### src/rtl/branch_predictor.sv
// Fetch-stage branch predictor: direct-mapped 2-bit counters with tagged targets, trained from Execute.
// Optional performance counters are enabled by defining BP_PERF_EN.
module branch_predictor #(
  parameter int unsigned XLEN        = 32,
  parameter int unsigned INDEX_WIDTH = 6
) (
  input  logic            clk,
  input  logic            reset,
  input  logic [XLEN-1:0] PCF,
  output logic            PredTakenF,
  output logic [XLEN-1:0] PredTargetF,
  input  logic [1:0]      BranchOpE,
  input  logic [XLEN-1:0] PCE,
  input  logic            PCSrcE,
  input  logic [XLEN-1:0] PCTargetE,
  input  logic            PredTakenE,
  input  logic [XLEN-1:0] PredTargetE,
  output logic            MispredictE,
  output logic [XLEN-1:0] CorrectPCE
`ifdef BP_PERF_EN
  ,
  output logic [31:0]     BranchCount,
  output logic [31:0]     MispredictCount
`endif
);

  localparam int unsigned TagW    = XLEN - INDEX_WIDTH - 2;
  localparam int unsigned Entries = 2 ** INDEX_WIDTH;

  logic [Entries-1:0] r_valid;
  logic [TagW-1:0]    r_tag    [Entries];
  logic [1:0]         r_ctr    [Entries];
  logic [XLEN-1:0]    r_target [Entries];

  logic [INDEX_WIDTH-1:0] w_idx_f, w_idx_e;
  logic [TagW-1:0]        w_tag_f, w_tag_e;
  logic                   w_hit_f, w_hit_e;
  logic                   w_is_br;
  logic                   w_set_valid, w_clr_valid, w_tag_we, w_ctr_we, w_tgt_we;
  logic [1:0]             w_ctr_cur, w_ctr_d;
  logic                   w_unused;

  assign w_unused = ^{PCF[1:0], PCE[1:0]};

  assign w_idx_f = PCF[INDEX_WIDTH+1:2];
  assign w_tag_f = PCF[XLEN-1:INDEX_WIDTH+2];
  assign w_idx_e = PCE[INDEX_WIDTH+1:2];
  assign w_tag_e = PCE[XLEN-1:INDEX_WIDTH+2];

  assign w_hit_f = r_valid[w_idx_f] && (r_tag[w_idx_f] == w_tag_f);
  assign w_hit_e = r_valid[w_idx_e] && (r_tag[w_idx_e] == w_tag_e);

  assign PredTakenF  = w_hit_f && r_ctr[w_idx_f][1];
  assign PredTargetF = PredTakenF ? r_target[w_idx_f] : '0;

  assign w_is_br = (BranchOpE == 2'b01) || (BranchOpE == 2'b10);

  always_comb begin
    MispredictE = PredTakenE;
    if (w_is_br) begin
      MispredictE = (PCSrcE != PredTakenE) ||
                    (PCSrcE && PredTakenE && (PredTargetE != PCTargetE));
    end
  end

  assign CorrectPCE = PCSrcE ? PCTargetE : (PCE + XLEN'(4));

  assign w_ctr_cur = r_ctr[w_idx_e];

  always_comb begin
    w_set_valid = 1'b0;
    w_clr_valid = 1'b0;
    w_tag_we    = 1'b0;
    w_ctr_we    = 1'b0;
    w_tgt_we    = 1'b0;
    w_ctr_d     = w_ctr_cur;
    case (BranchOpE)
      2'b10: begin
        if (w_hit_e) begin
          w_ctr_we = 1'b1;
          if (PCSrcE) begin
            w_ctr_d  = (w_ctr_cur == 2'b11) ? 2'b11 : w_ctr_cur + 2'd1;
            w_tgt_we = 1'b1;
          end else begin
            w_ctr_d = (w_ctr_cur == 2'b00) ? 2'b00 : w_ctr_cur - 2'd1;
          end
        end else if (PCSrcE) begin
          w_set_valid = 1'b1;
          w_tag_we    = 1'b1;
          w_ctr_we    = 1'b1;
          w_ctr_d     = 2'b10;
          w_tgt_we    = 1'b1;
        end
      end
      2'b01: begin
        w_set_valid = 1'b1;
        w_tag_we    = 1'b1;
        w_ctr_we    = 1'b1;
        w_ctr_d     = 2'b11;
        w_tgt_we    = 1'b1;
      end
      default: begin
        // A non-branch that hits means the entry is stale (code changed or aliasing).
        w_clr_valid = w_hit_e;
      end
    endcase
  end

  always_ff @(posedge clk or negedge reset) begin
    if (!reset) begin
      r_valid <= '0;
    end else if (w_set_valid) begin
      r_valid[w_idx_e] <= 1'b1;
    end else if (w_clr_valid) begin
      r_valid[w_idx_e] <= 1'b0;
    end
  end

  // Payload is qualified by r_valid, so it needs no reset.
  always_ff @(posedge clk) begin
    if (w_tag_we) r_tag[w_idx_e] <= w_tag_e;
    if (w_ctr_we) r_ctr[w_idx_e] <= w_ctr_d;
    if (w_tgt_we) r_target[w_idx_e] <= PCTargetE;
  end

`ifdef BP_PERF_EN
  logic [31:0] r_branch_cnt, r_mispred_cnt;

  always_ff @(posedge clk or negedge reset) begin
    if (!reset) begin
      r_branch_cnt  <= '0;
      r_mispred_cnt <= '0;
    end else begin
      if (w_is_br)     r_branch_cnt  <= r_branch_cnt + 32'd1;
      if (MispredictE) r_mispred_cnt <= r_mispred_cnt + 32'd1;
    end
  end

  assign BranchCount     = r_branch_cnt;
  assign MispredictCount = r_mispred_cnt;
`endif

endmodule
### config.mk
export PLATFORM = sky130hd
export DESIGN_NAME = branch_predictor
export DESIGN_NICKNAME = d
export VERILOG_FILES = /design/src/rtl/branch_predictor.sv
export SDC_FILE = /design/constraint.sdc
export NUM_CORES = 2
export LEC_CHECK = 0
export CAP_MARGIN = 20
export CORE_ASPECT_RATIO = 1.25
export CORE_UTILIZATION = 41
export DETAILED_ROUTE_END_ITERATION = 12
export PLACE_DENSITY = 0.6
export RECOVER_POWER = 50
export SLEW_MARGIN = 20
export SYNTH_ARGS = -nofsm -noshare
export SYNTH_HDL_FRONTEND = slang
export SYNTH_SLANG_ARGS = --single-unit
### constraint.sdc
create_clock -name clk -period 6.5 [get_ports clk]
set_input_delay 1.3 -clock clk [delete_from_list [all_inputs] [get_ports clk]]
set_output_delay 1.3 -clock clk [all_outputs]
set_load 0.02 [all_outputs]
After elaboration in Yosys (flattened, before gate mapping):

Memory sizes are Yosys's and may differ from the RTL's.
Cells that the tools add are included.
Widths: inputs -> output; s select.

* logic and storage cells: 61
* input port bits: 134
* register bits: 64
* RAM bits: 3712
* latch bits: 0
* ROM bits: 0
* memories kept: 3
* output and inout bits: 66

Memories
* r_target: depth 64, bits a word 32, read ports 1, clocked after Yosys merged registers in 0, write ports 1, line 33 `logic [XLEN-1:0] r_target [Entries];`
* r_tag: depth 64, bits a word 24, read ports 2, clocked after Yosys merged registers in 0, write ports 1, line 31 `logic [TagW-1:0] r_tag [Entries];`
* r_ctr: depth 64, bits a word 2, read ports 2, clocked after Yosys merged registers in 0, write ports 1, line 32 `logic [1:0] r_ctr [Entries];`

* shifts and indexed selects: 0
* add/sub/neg operators: 3
* muxes and demuxes: 30
* divide/modulo/power cells: 0
* multiply operators: 0
* $lt $le $gt $ge: 3
* reductions and logical operators: 11
* equal/unequal tests: 7
* bitwise operators: 3

Operators by type and width (number)
* $mux 64: 2
* $and 64x64->64: 1
* $mux 32: 2
* $not 64->64: 1
* $or 64x64->64: 1
* $eq 24x24->1: 2
* $add 32x3->32 const B: 1
* $ne 32x32->1: 1
* $lt 6x7->1 const B: 2
* $mux 1: 14
* $bmux 1 s6: 2
* $mux 2: 5
* $demux 1 s6: 1
* $ge 6x1->1 const B: 1
* $logic_and 1x1->1: 6
* $pmux 1 s2: 3
* $eq 2x2->1 const B: 2
* $pmux 2 s2: 1
* $add 2x1->2 const B: 1
* $eq 2x1->1 const B: 1
* $logic_not 2->1: 1
* $logic_or 1x1->1: 2
* $reduce_bool 2->1: 1
* $reduce_or 2->1: 1
* 2 further kinds: 2

Depth between registers and ports, before layout:

* depth in word-level cells: 8
* mapped depth: 19
* gate-level depth less buffers: 11

Least setup slack after synthesis:

No wires, ideal clock.

* path type: input -> output
* start: input PCF[2]
* end: output PredTargetF[21]
* setup slack: 261 ps
* buffers on the path: 6
* data required time: 5200 ps
* cell stages on the path: 15
* arrival: 4939 ps
* cells stage by stage: clkbuf_1 buf_2 buf_2 buf_2 buf_2 mux4_2 mux4_2 mux2i_1 xor2_1 a21oi_1 nor2_1 nand4_1 inv_2 clkbuf_1 and2_1

* cells in the longest elaborated chain, start to end: 5
* elaborated cells on any way between the ends: 9
* classes of those cells: 1 x eq/ne; 3 x mux; 2 x reduce/logical; 3 x memory

RTL lines
* from (decl): line 9 `input logic [XLEN-1:0] PCF,`
* $mem_v2 64x24 / $bmux 1 s6 (equally long branches)
* $eq 24x24->1 / $mux 1 (equally long branches): line 50 `assign w_hit_f = r_valid[w_idx_f] && (r_tag[w_idx_f] == w_tag_f);`
* $logic_and 1x1->1: line 50
* $logic_and 1x1->1 *: line 53 `assign PredTakenF = w_hit_f && r_ctr[w_idx_f][1];`
* named net PredTakenF: line 10 `output logic PredTakenF,`
* $mux 32 *: line 54 `assign PredTargetF = PredTakenF ? r_target[w_idx_f] : '0;`
* to (decl): line 11 `output logic [XLEN-1:0] PredTargetF,`

Mark *: on every way through the listed nets, which the timed path passes. The rest lies on a longest branch. The select of a mux whose other input is x is not followed.

Worst setup path after layout:

* start: input PCF[2]
* end: output PredTargetF[15]

* cells in the longest elaborated chain, start to end: 5
* elaborated cells on any way between the ends: 9
* classes of those cells: 1 x eq/ne; 3 x mux; 2 x reduce/logical; 3 x memory

RTL lines (line)
* $mem_v2 64x24 / $bmux 1 s6 (equally long branches)
* $eq 24x24->1 / $mux 1 (equally long branches): 50
* $logic_and 1x1->1: 50
* $logic_and 1x1->1: 53
* $mux 32 *: 54

Every way passes the cells marked *; elsewhere a longest branch is shown, timed or not. The select of a mux whose other input is x is not followed.

==> reports/metrics.yaml <==
core_area_sq_um: 389000
hp-class: "reg2reg"
antenna_left: 0
die_y_um: 702
dr.pass1.iters: 6
ir_drop_uv: 220
yosysTopAreaCellShare_pct: 69.4
cts_tree: "yes"
dieArea_sq_um: 394000
cts_root_buffer: "clkbuf_16"
syn2layout_area_growth_pct: 18.1
slew_headroom_pct: -171
ioPinCount: 200
yosys_warnings: 0
clock-sinks: 3776
synth-xor-area-share_pct: 0.535
grt_antenna_before_repair: 36
finalMaxSlewViolations: 3552
syn_nets: 7804
grt_use_total_pct: 28.2
path_clk_slew_ps: 60
synth_edf_count: 3712
htreeDepth: 5
grt.overflow.total: 0
worst_pin_slew_ps: 4070
synth_area_sq_um: 161000
dpl.hpwl_mm: 362
initial_core_util_pct: 41.3
grt_max_degree: 134
route.detailed.drc: 0
cts_buffers: 376
max_freq_ghz: 0.143
clock_latency_ps: 980
cts.path.max_buffers: 4
setup_violations: 54
muxShareOfSynthArea_pct: 21.5
row_count: 256
io_buffers: 197
comb_power_share_pct: 7.7
swShare_pct: 22.6
synthCells: 7666
post_dp_cell_area_sq_um: 177000
cap_viol_max_count: 69
grt_pass1_wl_mm: 763
status: "complete, but fails checks"
finalSetupTns_ps: -17200
synth_top_family_by_area: "multiplexers"
wirelength_mm: 562
first_iter_violations: 13573
clock_power_share_pct: 41.3
fin_area_sq_um: 190000
synth-seq-cells: 3776
cp-start-kind: "primary input"
rsz0062_at_grt: "yes"
ys_seq_area_share_pct: 70.4
fin_crit_ps: 6990
fillCellCount: 31501
die_w_um: 562
regArea_sq_um: 113000
synthAdderAreaFrac_pct: 0.0374
layout-drive-gt1-share_pct: 34.8
synth-compound-area-share_pct: 3.31
yosys.area.top_type: "edfxtp_1"
async_reset_ff_share_pct: 1.69
hold_viol_final: 0
synth_ff_type: "edfxtp_1"
arrival_ps: 5690
fin_skew_ps: 80.4
syn_avg_cell_area_sq_um: 20.9
cp-startpoint: "PCF[2]"
via_per_inst: 6.58
power_density_nw_per_um2: 279
finalWorstSetupSlack_ps: -495
nets: 8627
synthTopCellsByArea: "edfxtp_1 (69%), mux4_2 (20%), mux2i_1 (1.5%), dfrtp_1 (1.0%), a22oi_1 (0.86%)"
critPathMaxFanout: 7
seqPwrFrac_pct: 51.0
end_kind: "output port"
r2r_start: "r_tag[39][14]"
violations: "max-capacitance violations, max-slew violations, negative setup slack"
power.static_leakage_nw: 59.4
synth_cell_types: 80
internal-power_w: 0.0410
num_vias: 91874
critPathRequiredTime_ps: 5200
worstSetupPathType: "in2out"
synth-simple-area-share_pct: 2.48
multi_input_area_sq_um: 46100
grt_pass1_vias: 91851
gp_congestion: 0.942
wl_per_cell_um: 40.2
post-route-period-util_pct: 108
p_sw_w: 0.0120
cts_hold_buf: 0
[cell usage after synthesis, drive strengths merged (15+ instances only)]
cell type / number
edfxtp: 3712
mux4: 1397
buf: 334
clkbuf: 248
mux2i: 242
nand2: 185
a22oi: 183
nor2: 167
a21oi: 123
nand4: 104
a221oi: 95
o21ai: 86
xnor2: 81
nand3: 74
o2bb2ai: 65
dfrtp: 64
mux2: 56
o22ai: 38
and2: 31
a211oi: 28
and3: 23
a22o: 22
nand2b: 22
nor2b: 20
nand3b: 18
nor3: 18
nor3b: 17
nor4: 17
xor2: 17
a31oi: 15
[stage by stage]
stage	setup slack (ps)	util (%)	cells	hold slack [ps]	total power, W
2_1_floorplan	261	-	7666	467	0.0295
3_3_place_gp	-1390	45.4	13229	491	0.0314
3_5_place_dp	-1290	45.4	13229	498	0.0315
4_1_cts	-303	48.7	13932	518	0.0531
5_1_grt	-538	48.7	13956	531	0.0542
6_report	-495	48.7	13967	519	0.0530
[placed cells by master (no fill, tap or decap), types with 38 or more instances in the layout]
| cell | instances |
|---|---|
| a21oi_1 | 122 |
| a221oi_1 | 95 |
| a22oi_1 | 183 |
| buf_12 | 302 |
| buf_4 | 457 |
| buf_6 | 40 |
| bufinv_16 | 39 |
| clkbuf_1 | 174 |
| clkbuf_16 | 388 |
| clkdlybuf4s50_1 | 69 |
| clkinv_1 | 84 |
| clkinv_2 | 63 |
| dfrtp_1 | 64 |
| edfxtp_1 | 3712 |
| mux2_2 | 56 |
| mux2i_1 | 241 |
| mux4_2 | 1397 |
| nand2_1 | 185 |
| nand3_1 | 73 |
| nand4_1 | 104 |
| nor2_4 | 128 |
| o21ai_0 | 81 |
| o22ai_1 | 38 |
| o2bb2ai_1 | 65 |
| xnor2_1 | 70 |
[per-layer routing]
metal,wire length [um],global-route usage [%],up-vias
met5,154,0.159,-
met4,38200,16.3,14
met3,59900,7.04,1509
li1,-,-,34787
met2,266000,45.1,6367
met1,198000,35.0,49197
[power by group through the flow]
stage / sequential (W) / clock, W / combinational (W)
2_1_floorplan: 0.0275 / 0 / 0.00208
3_3_place_gp: 0.0275 / 0 / 0.00395
3_5_place_dp: 0.0275 / 0 / 0.00400
4_1_cts: 0.0270 / 0.0221 / 0.00407
5_1_grt: 0.0270 / 0.0229 / 0.00422
6_report: 0.0270 / 0.0219 / 0.00410
[state kept, by name (all words and copies together), names as in the netlist, named ones only]
register	flops
r_target	2048
r_tag	1536
r_ctr	128
[final timing paths]
| check | to | slack [ps] | depth (start not counted) |
|---|---|---|---|
| max | PredTargetF[15] | -490 | 16 |
| min | register | 520 | 1 |
| max reg2reg | r_tag[6][4] | 1500 | 15 |
| min reg2reg | register | 520 | 1 |
| max in group asynchronous | asynchronous set/reset pin | 2280 | 2 |
| min in group asynchronous | asynchronous set/reset pin | 1820 | 2 |
[area by class of cell]
type	instances	share of cell area, %
flip-flops and latches	3776	59.6
multi-input cells	3296	24.3
repair buffers	1027	6.23
clock buffers	453	5.25
well taps	5160	3.40
clock inverters	228	1.17
inverters	12	0.0303
diodes	15	0.0198
[cells by family (layout without fill, tap and decap cells)]
family | Yosys count | after routing
flops | 3776 | 3776
mux | 1695 | 1695
simple gates | 758 | 758
compound gates | 740 | 740
buf+inv | 594 | 1720
xor+xnor | 98 | 98
fa+ha+maj | 5 | 5
other cells | 0 | 15
[timing repair]
action | CTS | global route
buffers inserted | 14 | 20
pin swaps | 8 | 12
gates cloned | 9 | 3
resized for setup | 147 | 72
setup endpoints to repair | 33 | 33
[critical path, stage by stage]
cell and delay (ps):
buf_16 150, buf_16 180, buf_4 250, mux4_2 530, mux4_2 510, mux4_2 580, xnor2_1 180, nand4_1 180
nor3_4 420, buf_4 180, nand4_1 280, buf_6 250, buf_12 140, a211oi_4 230, buf_4 160, buf_12 100
(Power assumes the default switching activity.)
